<file path="src/rtl/async_fifo_wr_arb_if.sv">
// Handshake bundle between the requesters, the write arbiter and the FIFO write side.
// The arbiter connects through the slave modport; producers and the FIFO side use master.
interface async_fifo_wr_arb_if #(
  parameter int unsigned BITS = 32,
  parameter int unsigned NREQ = 4,
  parameter int unsigned IDW  = (NREQ > 1) ? $clog2(NREQ) : 1
) ();
  logic [NREQ-1:0]           req_valid;
  logic [NREQ-1:0][BITS-1:0] req_data;
  logic [NREQ-1:0]           req_ready;
  logic                      fifo_wr_full;
  logic                      fifo_wr_en;
  logic [BITS-1:0]           fifo_wr_data;
  logic                      grant_valid;
  logic [IDW-1:0]            grant_id;

  modport slave (
    input  req_valid, req_data, fifo_wr_full,
    output req_ready, fifo_wr_en, fifo_wr_data, grant_valid, grant_id
  );

  modport master (
    output req_valid, req_data, fifo_wr_full,
    input  req_ready, fifo_wr_en, fifo_wr_data, grant_valid, grant_id
  );
endinterface

</file>
<file path="src/rtl/async_fifo_wr_arb.sv">
// Round-robin write-port arbiter for async_fifo: NREQ valid/ready requesters share one
// write port, each grant carrying a burst of up to MAX_BURST entries.
module async_fifo_wr_arb #(
  parameter int unsigned BITS      = 32,
  parameter int unsigned NREQ      = 4,
  parameter int unsigned MAX_BURST = 4
) (
  input  logic                wr_clk,
  input  logic                wr_rst_n,
  async_fifo_wr_arb_if.slave  bus
);
  localparam int unsigned IDW = (NREQ > 1) ? $clog2(NREQ) : 1;
  localparam int unsigned BCW = $clog2(MAX_BURST) + 1;

  localparam logic [0:0] IDLE  = 1'b0;
  localparam logic [0:0] GRANT = 1'b1;

  logic [0:0]     state_q, state_d;
  logic [IDW-1:0] grant_id_q, grant_id_d;
  logic [IDW-1:0] last_id_q, last_id_d;
  logic [BCW-1:0] burst_cnt_q, burst_cnt_d;

  logic [IDW-1:0] pick;
  logic [IDW-1:0] cand;
  logic           found;
  logic           in_grant;
  logic           cur_valid;
  logic           xfer;

  // Scan starts just past the last grantee so it ends up with lowest priority.
  always_comb begin
    pick  = '0;
    cand  = '0;
    found = 1'b0;
    for (int unsigned k = 1; k <= NREQ; k++) begin
      cand = IDW'((32'(last_id_q) + k) % NREQ);
      if (!found && bus.req_valid[cand]) begin
        pick  = cand;
        found = 1'b1;
      end
    end
  end

  assign in_grant  = (state_q == GRANT);
  assign cur_valid = bus.req_valid[grant_id_q];
  assign xfer      = in_grant && cur_valid && !bus.fifo_wr_full;

  // Full gates ready and write enable combinationally so the FIFO never drops a write.
  always_comb begin
    bus.req_ready = '0;
    if (in_grant) bus.req_ready[grant_id_q] = !bus.fifo_wr_full;
  end

  assign bus.fifo_wr_en   = xfer;
  assign bus.fifo_wr_data = in_grant ? bus.req_data[grant_id_q] : '0;
  assign bus.grant_valid  = in_grant;
  assign bus.grant_id     = in_grant ? grant_id_q : '0;

  always_comb begin
    state_d     = state_q;
    grant_id_d  = grant_id_q;
    last_id_d   = last_id_q;
    burst_cnt_d = burst_cnt_q;
    if (state_q == IDLE) begin
      if (|bus.req_valid) begin
        state_d     = GRANT;
        grant_id_d  = pick;
        last_id_d   = pick;
        burst_cnt_d = '0;
      end
    end else begin
      if (!cur_valid) begin
        state_d = IDLE;
      end else if (xfer) begin
        burst_cnt_d = burst_cnt_q + 1'b1;
        if (burst_cnt_q == BCW'(MAX_BURST - 1)) state_d = IDLE;
      end
    end
  end

  always_ff @(posedge wr_clk or negedge wr_rst_n) begin
    if (!wr_rst_n) begin
      state_q     <= IDLE;
      grant_id_q  <= '0;
      last_id_q   <= IDW'(NREQ - 1);
      burst_cnt_q <= '0;
    end else begin
      state_q     <= state_d;
      grant_id_q  <= grant_id_d;
      last_id_q   <= last_id_d;
      burst_cnt_q <= burst_cnt_d;
    end
  end
endmodule

</file>
<file path="src/flat_wrapper.sv">
// flat-port wrapper written by rule: the top's interface ports become plain ports
module async_fifo_wr_arb_flat 
#(
  parameter int unsigned BITS      = 32,
  parameter int unsigned NREQ      = 4,
  parameter int unsigned MAX_BURST = 4
)
  (wr_clk, wr_rst_n, bus_req_valid, bus_req_data, bus_fifo_wr_full, bus_req_ready, bus_fifo_wr_en, bus_fifo_wr_data, bus_grant_valid, bus_grant_id);
  async_fifo_wr_arb_if #(.BITS(BITS), .NREQ(NREQ)) bus_i ();
  input  logic wr_clk;
  input  logic wr_rst_n;
  input wire logic [$bits(bus_i.req_valid)-1:0] bus_req_valid;
  input wire logic [$bits(bus_i.req_data)-1:0] bus_req_data;
  input wire logic [$bits(bus_i.fifo_wr_full)-1:0] bus_fifo_wr_full;
  output wire logic [$bits(bus_i.req_ready)-1:0] bus_req_ready;
  output wire logic [$bits(bus_i.fifo_wr_en)-1:0] bus_fifo_wr_en;
  output wire logic [$bits(bus_i.fifo_wr_data)-1:0] bus_fifo_wr_data;
  output wire logic [$bits(bus_i.grant_valid)-1:0] bus_grant_valid;
  output wire logic [$bits(bus_i.grant_id)-1:0] bus_grant_id;
  assign bus_i.req_valid = bus_req_valid;
  assign bus_i.req_data = bus_req_data;
  assign bus_i.fifo_wr_full = bus_fifo_wr_full;
  assign bus_req_ready = bus_i.req_ready;
  assign bus_fifo_wr_en = bus_i.fifo_wr_en;
  assign bus_fifo_wr_data = bus_i.fifo_wr_data;
  assign bus_grant_valid = bus_i.grant_valid;
  assign bus_grant_id = bus_i.grant_id;
  async_fifo_wr_arb #(.BITS(BITS), .NREQ(NREQ), .MAX_BURST(MAX_BURST)) u_core (.wr_clk(wr_clk), .wr_rst_n(wr_rst_n), .bus(bus_i));
endmodule
</file>
<file path="config.mk">
export PLATFORM = sky130hd
export DESIGN_NAME = async_fifo_wr_arb_flat
export DESIGN_NICKNAME = d
export VERILOG_FILES = /design/src/rtl/async_fifo_wr_arb_if.sv /design/src/rtl/async_fifo_wr_arb.sv /design/src/flat_wrapper.sv
export SDC_FILE = /design/constraint.sdc
export NUM_CORES = 1
export LEC_CHECK = 0
export CAP_MARGIN = 10
export CORE_MARGIN = 4
export CORE_UTILIZATION = 29
export DETAILED_ROUTE_END_ITERATION = 10
export GPL_TIMING_DRIVEN = 0
export HOLD_SLACK_MARGIN = 0.06
export PLACE_DENSITY = 0.89
export SLEW_MARGIN = 20
export SYNTH_ARGS = -nofsm -noshare
export SYNTH_HDL_FRONTEND = slang
export SYNTH_SLANG_ARGS = --single-unit
</file>
<file path="constraint.sdc">
create_clock -name wr_clk -period 2.5 [get_ports wr_clk]
set_clock_uncertainty 0.15 [all_clocks]
set_input_delay 0.625 -clock wr_clk [delete_from_list [all_inputs] [get_ports wr_clk]]
set_output_delay 0.625 -clock wr_clk [all_outputs]
set_load 0.05 [all_outputs]
</file>
==> impl_metrics.tcl, run 1 <==
set metrics [dict create \
    vias_per_cell 5.06 \
    intPower_mw 2.51 \
    fp.dieH_um 82.4 \
    place.gp.congestion 0.823 \
    syn_avg_cell_area_um2 11.9 \
    fin_util_pct 70.8 \
    cts.sinks 8 \
    die_x_um 82.4 \
    cp-end-kind "primary output" \
    tightest_slew_ns 0.566 \
    ant_nets 0 \
    io_buffers 174 \
    synth_seq_area_share_pct 12.6 \
    place_hpwl_um 6180 \
    wl_um 8010 \
    cts.path.max_buffers 2 \
    initial_core_util_pct 30.6 \
    fill_cells 399 \
    clkLatencyLatePin_ns 0.23 \
    grt_pass1_wl_um 10500 \
    final.setup.tns_ns -0.0358 \
    rows 26 \
    p_leak_nw 1.81 \
    stdcell_count 390 \
    hold_path.class "flip-flop to flip-flop" \
    period_minus_slack_ns 2.53 \
    nNetsFinal 456 \
    area_growth_pct 131 \
    layout-drive-gt1-share_pct 42.0 \
    ys_ff_latch 8 \
    ys_types 32 \
    setup_ws_ns -0.0304 \
    ctsHoldBuffers 0 \
    antenna_found_initial 3 \
    power_density_nw_per_um2 1320 \
    cts_root_buffer "clkbuf_8" \
    first_global_vias 2122 \
    final_area_um2 3710 \
    layout_common_cells "dlygate4sd2_1, buf_8, mux4_2, and2_4, dlymetal6s2s_1" \
    final-hold-violation-count 0 \
    crit_arrival_ns 1.76 \
    post-route-period-util_pct 101 \
    fmax_mhz 395 \
    setup_violations 3 \
    crit_path_start_kind "flip-flop" \
    power.total_mw 4.90 \
    coreArea_um2 5240 \
    grt_max_degree 11 \
    worstPathRequired_ns 1.73 \
    violations "setup timing" \
    seqPwrFrac_pct 5.2 \
    p_sw_share_pct 48.7 \
    wl_per_cell_um 20.5 \
    crit_start "u_core.grant_id_q[0]" \
    cts.clk_slew.worst_paths_ns 0.04 \
    p_comb_share_pct 91.6 \
    ir_drop_mv 0.613 \
    min_from "u_core.burst_cnt_q[0]" \
    vias 1972 \
    max_cap_viol_count 0 \
    placed_area_um2 3430 \
    synthCells 135 \
    dp.cells 379 \
    maxSlewViolCount 0 \
    drt_iter0_markers 45 \
    status "complete, but fails checks" \
    multi_input_area_um2 1350 \
    pwr-share-clk_pct 3.2 \
    synth_nets 272 \
    grt_overflow 0 \
    grt_usage_pct 20.6 \
    dr.pass1.iters 6 \
    syn-cell-area_um2 1600 \
    timing.rr.start "u_core.grant_id_q[0]" \
    p_sw_mw 2.39 \
    slew_headroom_pct 62.0 \
    timing.hold.ws_ns 0.352 \
    dieArea_um2 6780 \
    tritoncts "built" \
    ioPinCount 175 \
    path_class "flip-flop to primary output" \
    synth_warnings 0 \
    layout_commonest_cell "dlygate4sd2_1" \
    cts_inserted_buffers 3 \
    register_area_um2 204 \
    dpl_worst_slack_ns -0.815 \
    drc 0 \
    crit_fanout 7 \
    htree_num_levels 1 \
    rsz0062_at_grt "yes" \
]
==> layer usage <==
metal,track usage [%],share of wire [%]
met2,41.7,56
met4,8.14,2.8
met5,0,0
met3,5.97,9.5
met1,18.8,32
==> synth_stat cells, drive strengths merged <==
cell type  instances  share of area (%)
a21boi             1               0.47
nand3b             1               0.70
a31oi              1               0.39
o22ai              1                1.2
mux4              32                 46
buf                9                6.0
nand2b             2               0.78
or3b               1               0.70
dfrtp              6                9.4
mux2i              5                3.1
mux2               2                1.4
and2              34                 13
dfstp              2                3.3
nor2               5                1.2
ha                 2                1.6
a2bb2oi            1               0.55
nor2b              1               0.39
inv                7                1.6
nand2              1               0.23
a32oi              2                1.1
nor4               1               0.78
nor3b              2               0.94
o21ai              8                2.5
clkbuf             4               0.94
nor3               1               0.31
o31ai              2               0.94
or2                1               0.39
==> power by group through the flow <==
stage | Sequential [mW] | Clock [mW] | Combinational (mW)
floorplan | 0.264 | 0 | 2.51
global placement | 0.242 | 0 | 3.60
detailed placement | 0.248 | 0 | 3.65
CTS | 0.246 | 0.160 | 4.33
global route | 0.266 | 0.164 | 4.68
finish | 0.255 | 0.156 | 4.49
==> flip-flops by register name, indices dropped and copies added, names as in the netlist <==
register,cells
u_core.bus.grant_valid,1
u_core.grant_id_q,2
u_core.last_id_q,2
u_core.burst_cnt_q,3
==> cell type report <==
cell class              count  share of cell area, %
repair buffers            179                   50.3
multi-input cells         107                   36.3
flip-flops and latches      8                   5.50
plain buffers              13                   3.58
well taps                  70                   2.36
clock buffers               3                   1.11
inverters                   7                  0.708
diodes                      3                  0.202
==> critical path: stages (launching register included) <==
cell       delay [ns]
dfrtp_1          0.35
buf_8            0.17
clkbuf_16        0.17
mux4_2           0.52
and2_4           0.18
buf_8            0.14
==> final timing paths <==
kind,to,slack (ns),cells past startpoint
worst max-delay path,bus_fifo_wr_data[21],-0.03,5
worst min-delay path,u_core.burst_cnt_q[0],0.35,1
worst max register to register,u_core.burst_cnt_q[0],0.77,7
worst min register to register,u_core.burst_cnt_q[0],0.35,1
max in group asynchronous,u_core.last_id_q[1],1.38,1
min in group asynchronous,u_core.burst_cnt_q[2],0.51,1
==> logic make-up (layout without fill, tap and decap cells) <==
family | after synthesis | count (layout) | synth area share [%]
AOI/OAI and AO/OA | 16 | 16 | 7.18
adders and majority gates | 2 | 2 | 1.56
buffers and inverters | 20 | 202 | 8.58
DFF | 8 | 8 | 12.6
muxes | 39 | 39 | 50.4
other | 0 | 3 | 0
and+or+nand+nor | 50 | 50 | 19.7
==> what timing repair did <==
| item | in CTS | in global routing |
|---|---|---|
| gates cloned | 0 | 2 |
| endpoints found under the setup margin | 39 | 30 |
| gates resized for setup | 447 | 25 |
| buffers inserted | 2 | 1 |
| pin swaps | 2 | 0 |
Power figures use the tool's default switching activity.
==> run 2: changes to the inputs <==
- CAP_MARGIN: 10 -> 30
- RECOVER_POWER: unset -> 25
==> run 2 against run 1 <==
Clock power hardly changed. Highest routed layer unchanged. Core utilization stayed put. Largest power group unchanged. The flow still finishes with violations (setup timing). First-iteration DRC count stayed put. Sequential power hardly changed.
==> impl_metrics.tcl, run 2 (synthesis results as in run 1) <==
set metrics [dict create \
    status "complete, but fails checks" \
    violations "setup timing" \
    hold_depth 1 \
    area_growth_pct 131 \
    ctsHoldBuffers 0 \
    period_minus_slack_ns 2.53 \
    ant_nets 0 \
    vias 1972 \
    timing.critical_path.mode_cell "buf_8" \
    setup_ws_ns -0.0304 \
    initial_core_util_pct 30.6 \
    final-hold-violation-count 0 \
    min_from "u_core.burst_cnt_q[0]" \
    dp.cells 379 \
    post-route-period-util_pct 101 \
    slew_headroom_pct 62.0 \
    crit_chain "buf_8, clkbuf_16, mux4_2, and2_4, buf_8" \
    cp-end-kind "primary output" \
    r2r_setup_slack_ns 0.77 \
    rsz0062_at_grt "yes" \
    r2r_end "u_core.burst_cnt_q[0]" \
    power_density_nw_per_um2 1320 \
    antenna_found_initial 3 \
    clkLatencyLatePin_ns 0.23 \
    dr.pass1.iters 6 \
    ir_drop_mv 0.613 \
    place_hpwl_um 6180 \
    wl_per_cell_um 20.5 \
    grt_overflow 0 \
    dieArea_um2 6780 \
    fp.dieH_um 82.4 \
    cts_inserted_buffers 3 \
    crit_arrival_ns 1.76 \
    coreArea_um2 5240 \
    timing.hold.ws_ns 0.352 \
    layout-drive-gt1-share_pct 42.0 \
    cts_root_buffer "clkbuf_8" \
    rows 26 \
    max_cap_viol_count 0 \
    cpMaxStageDelayCell "mux4_2" \
    crit_start "u_core.grant_id_q[0]" \
    hold_path.class "flip-flop to flip-flop" \
    maxSlewViolCount 0 \
    timing.rr.start "u_core.grant_id_q[0]" \
    largest_register "u_core.burst_cnt_q" \
    grt_usage_pct 20.6 \
    reg2reg_depth 7 \
    tightest_slew_ns 0.566 \
    max_stage_delay_ns 0.52 \
    fill_cells 399 \
    hold_end "u_core.burst_cnt_q[0]" \
    worstPathRequired_ns 1.73 \
    wl_um 8010 \
    drc 0 \
    path_class "flip-flop to primary output" \
    fmax_mhz 395 \
    ioPinCount 175 \
    nNetsFinal 456 \
    crit_fanout 7 \
    layout_commonest_cell "dlygate4sd2_1" \
    place.gp.congestion 0.823 \
    largest_reg_flops 3 \
    grt_max_degree 11 \
    cts.sinks 8 \
    drt_iter0_markers 45 \
    p_leak_nw 1.81 \
    layout_common_cells "dlygate4sd2_1, buf_8, mux4_2, and2_4, dlymetal6s2s_1" \
    io_buffers 174 \
    tritoncts "built" \
    htree_num_levels 1 \
    grt_pass1_wl_um 10500 \
    cts.clk_slew.worst_paths_ns 0.04 \
    die_x_um 82.4 \
    first_global_vias 2122 \
    vias_per_cell 5.06 \
    stdcell_count 390 \
    setup_violations 3 \
    crit_path_start_kind "flip-flop" \
    top_regs "u_core.burst_cnt_q: 3 flops, u_core.grant_id_q: 2 flops, u_core.last_id_q: 2 flops" \
    cts.path.max_buffers 2 \
]
[run 2: cell types whose count changed in the layout (fill, tap and decap cells not counted)]
cell             change
clkdlybuf4s50_1      -1
dlygate4sd3_1        +1
[run 2: stage by stage]
stage / area, µm² / TNS [ns] / power, mW / utilization [%] / setup slack (ns)
after floorplan: 1600 / -0.364 / 2.78 / - / -0.182
after global placement: 3430 / -22.88 / 3.84 / 65.6 / -0.793
after detailed placement: 3430 / -23.65 / 3.89 / 65.6 / -0.815
after CTS: 3570 / -0.276 / 4.74 / 68.2 / -0.0766
after global routing: 3710 / -0.823 / 5.11 / 70.8 / -0.0606
final: 3710 / -0.0358 / 4.90 / 70.8 / -0.0304
[run 2: worst max path at each step]
stage,endpoint,slack (ns)
2_1_floorplan,bus_req_ready[0],-0.18
3_3_place_gp,bus_fifo_wr_en,-0.79
3_5_place_dp,bus_fifo_wr_en,-0.82
4_1_cts,bus_fifo_wr_data[21],-0.08
5_1_grt,bus_fifo_wr_data[21],-0.06
6_report,bus_fifo_wr_data[21],-0.03
[run 2: final cells by class]
cell class | count | area [µm²] | area share [%]
well taps | 70 | 87.6 | 2.36
diodes | 3 | 7.51 | 0.202
plain buffers | 13 | 133 | 3.58
repair buffers | 179 | 1870 | 50.3
clock buffers | 3 | 41.3 | 1.11
multi-input cells | 107 | 1350 | 36.3
flip-flops and latches | 8 | 204 | 5.50
inverters | 7 | 26.3 | 0.708
[run 2: report_power, final]
part / internal, mW / switching [mW] / total (mW)
sequential: 0.202 / 0.0529 / 0.255
clock: 0.104 / 0.0518 / 0.156
combinational: 2.21 / 2.28 / 4.49
total: 2.51 / 2.39 / 4.90
[run 2: repair_timing]
| action | in CTS | in global routing |
|---|---|---|
| pin swaps | 2 | 0 |
| gates resized for setup | 447 | 25 |
| gates cloned | 0 | 2 |
| endpoints found under the setup margin | 39 | 30 |
| setup buffers | 2 | 1 |
[run 2: critical path, delay by kind of cell (launching register included)]
family                 cells  cell delay (ns)
buffers and inverters      3             0.48
and+or+nand+nor            1             0.18
DFF                        1             0.35
muxes                      1             0.52
[run 2: per-layer routing]
| metal | GRT usage, % | wire [µm] | vias up |
|---|---|---|---|
| met5 | 0 | 0 | - |
| met4 | 8.14 | 224 | 0 |
| met3 | 5.97 | 763 | 21 |
| met2 | 41.7 | 4500 | 115 |
| met1 | 18.8 | 2520 | 941 |
| li1 | - | - | 895 |
==> run 3: changes to the inputs <==
- ABC_AREA: unset -> 1
- CORE_UTILIZATION: 29 -> 27
==> run 3 against run 2 <==
The flow now finishes without violations. Non-clock buffer count increased by 12. Wire length increased by 12%. Via count increased by 35%. Final cell count increased by 32%. Combinational power decreased by 8.2%. Worst hold slack got worse by 0.023 ns. Synthesized cell count increased by 89%. Clock power increased by 6%.
==> impl_metrics.tcl, run 3 <==
set metrics [dict create \
    syn-cell-area_um2 1420 \
    rows 26 \
    async_flop_share_pct 100 \
    vias 2662 \
    setup_violations 0 \
    cts.clk_slew.worst_paths_ns 0.04 \
    max_stage_delay_ns 0.48 \
    yosysMostFrequentCell "nand2_1" \
    p_sw_mw 2.77 \
    timing.rr.start "u_core.last_id_q[1]" \
    hold_end "u_core.burst_cnt_q[0]" \
    ir_drop_mv 0.657 \
    timing.hold.ws_ns 0.330 \
    synth.area.top_cells "nand2_1, a22oi_1, a31oi_1, dfrtp_1, buf_2" \
    first_global_vias 2401 \
    vias_per_cell 5.16 \
    path_class "flip-flop to primary output" \
    synth_top_area_share_pct 29.0 \
    reg2reg_depth 11 \
    grt_usage_pct 23.7 \
    drt_iter0_markers 112 \
    tightest_slew_ns 0.524 \
    hold_depth 1 \
    grt_max_degree 11 \
    place.gp.congestion 0.824 \
    setup_ws_ns 0.00778 \
    layout_common_cells "clkdlybuf4s50_1, nand2_1, buf_4" \
    rsz0062_at_grt "yes" \
    syn_avg_cell_area_um2 5.58 \
    cts_inserted_buffers 3 \
    synth_edf_count 0 \
    cts_root_buffer "clkbuf_8" \
    synth_seq_area_share_pct 14.2 \
    area_growth_pct 148 \
    top_regs "u_core.burst_cnt_q: 3 flops, u_core.grant_id_q: 2 flops, u_core.last_id_q: 2 flops" \
    period_minus_slack_ns 2.49 \
    dieArea_um2 6500 \
    coreArea_um2 5110 \
    place_hpwl_um 6850 \
    grt_overflow 0 \
    pwr-share-clk_pct 3.6 \
    ys_ff_latch 8 \
    stdcell_count 516 \
    nNetsFinal 584 \
    initial_core_util_pct 27.9 \
    synthCells 255 \
    drc 0 \
    status "completed" \
    final.setup.tns_ns 0 \
    cp-end-kind "primary output" \
    tritoncts "built" \
    max_cap_viol_count 0 \
    synth_commonest_cells "nand2_1, a22oi_1, a31oi_1, buf_2, inv_1" \
    die_x_um 80.6 \
    largest_register "u_core.burst_cnt_q" \
    r2r_setup_slack_ns 0.72 \
    dr.pass1.iters 4 \
    synth_nets 392 \
    layout_commonest_cell "clkdlybuf4s50_1" \
    dp.cells 499 \
    ant_nets 0 \
    synth_warnings 0 \
    worstPathRequired_ns 1.73 \
    crit_chain "buf_6, nor2_4, buf_12, buf_4, a22oi_1, a31oi_1, clkbuf_4" \
    clkLatencyLatePin_ns 0.23 \
    power.total_mw 4.55 \
    slew_headroom_pct 65.0 \
    ys.flop_type "dfrtp_1" \
    power_density_nw_per_um2 1290 \
    cpMaxStageDelayCell "dfrtp_2" \
    wl_um 8940 \
    layout-drive-gt1-share_pct 22.2 \
    intPower_mw 1.78 \
    fmax_mhz 401 \
    crit_path_start_kind "flip-flop" \
    grt_pass1_wl_um 12100 \
    maxSlewViolCount 0 \
    hold_path.class "flip-flop to flip-flop" \
    min_from "u_core.burst_cnt_q[0]" \
    dpl_worst_slack_ns -0.680 \
    cts.sinks 8 \
    htree_num_levels 1 \
    ctsHoldBuffers 0 \
    crit_fanout 9 \
    p_leak_nw 1.53 \
    antenna_found_initial 0 \
    wl_per_cell_um 17.3 \
    ioPinCount 175 \
    seqPwrFrac_pct 5.9 \
    crit_arrival_ns 1.72 \
    post-route-period-util_pct 99.7 \
    final-hold-violation-count 0 \
    ys_types 22 \
    fp.dieH_um 80.6 \
    io_buffers 174 \
    cts.path.max_buffers 2 \
    largest_reg_flops 3 \
    r2r_end "u_core.grant_id_q[0]" \
    num_antenna_cells 0 \
    yosys.area.top_type "nand2_1" \
    p_sw_share_pct 60.9 \
    p_comb_share_pct 90.5 \
]
run 3: changes by cell type after synthesis, moves of 5 or more:
cell / change
nand2_1: +109
and2_1: -34
a22oi_1: +32
a31oi_1: +31
mux4_2: -28
buf_2: +11
nand3_1: +8
inv_1: +6
inv_2: +5
mux2i_1: -5
nand4_1: +5
run 3: critical path: cells and delay by family, from the launching register on:
| kind | cells | cell delay (ns) |
|---|---|---|
| compound gates | 2 | 0.21 |
| simple gates | 1 | 0.09 |
| flops | 1 | 0.48 |
| buf+inv | 4 | 0.70 |
run 3: per-stage QoR:
step	cell area, µm²	util [%]
5_1_grt	3530	69.1
2_1_floorplan	1450	-
4_1_cts	3270	64.0
3_5_place_dp	3280	64.3
6_report	3530	69.1
3_3_place_gp	3280	64.3
run 3: metal layers:
metal,part of all wire [%],up-vias,global-route usage [%]
li1,-,1279,-
met1,38,1230,27.4
met2,51,133,42.7
met3,8.2,20,5.72
met4,2.6,0,7.09
met5,0,-,0
run 3: logic make-up after synthesis:
kind of cell,Yosys count,share of synthesized area [%]
simple gates,136,39.1
compound gates,73,34.2
buf+inv,36,10.7
flops,8,14.2
fa+ha+maj,2,1.76
run 3: layout make-up:
type,count,area (µm²)
multi-input combinational,211,1160
buffer,17,159
inverter,19,73.8
clock buffer,4,45.0
fill,417,1580
timing repair buffer,187,1800
sequential,8,204
tap,70,87.6
run 3: power groups by stage:
stage | logic (mW) | clock network, mW | registers [mW]
2_1_floorplan | 2.49 | 0 | 0.275
3_3_place_gp | 3.70 | 0 | 0.253
3_5_place_dp | 3.74 | 0 | 0.261
4_1_cts | 3.69 | 0.169 | 0.262
5_1_grt | 4.37 | 0.176 | 0.274
6_report | 4.12 | 0.165 | 0.266
run 3: worst max path at each step:
stage,depth (start not counted),slack [ns],from,endpoint
2_1_floorplan,3,-0.27,u_core.bus.grant_valid,bus_fifo_wr_data[10]
3_3_place_gp,5,-0.63,bus_fifo_wr_full,bus_req_ready[0]
3_5_place_dp,5,-0.68,bus_fifo_wr_full,bus_req_ready[1]
4_1_cts,6,-0.005,u_core.grant_id_q[1],bus_fifo_wr_data[19]
5_1_grt,6,-0.05,u_core.grant_id_q[1],bus_fifo_wr_data[12]
6_report,7,0.008,u_core.grant_id_q[1],bus_fifo_wr_data[12]
run 3: repair_timing:
action / 4_1_cts / 5_1_grt
buffers inserted: 1 / 9
cloned: 0 / 3
resized for setup: 259 / 64
pin swaps: 0 / 10
setup endpoints to repair: 39 / 36
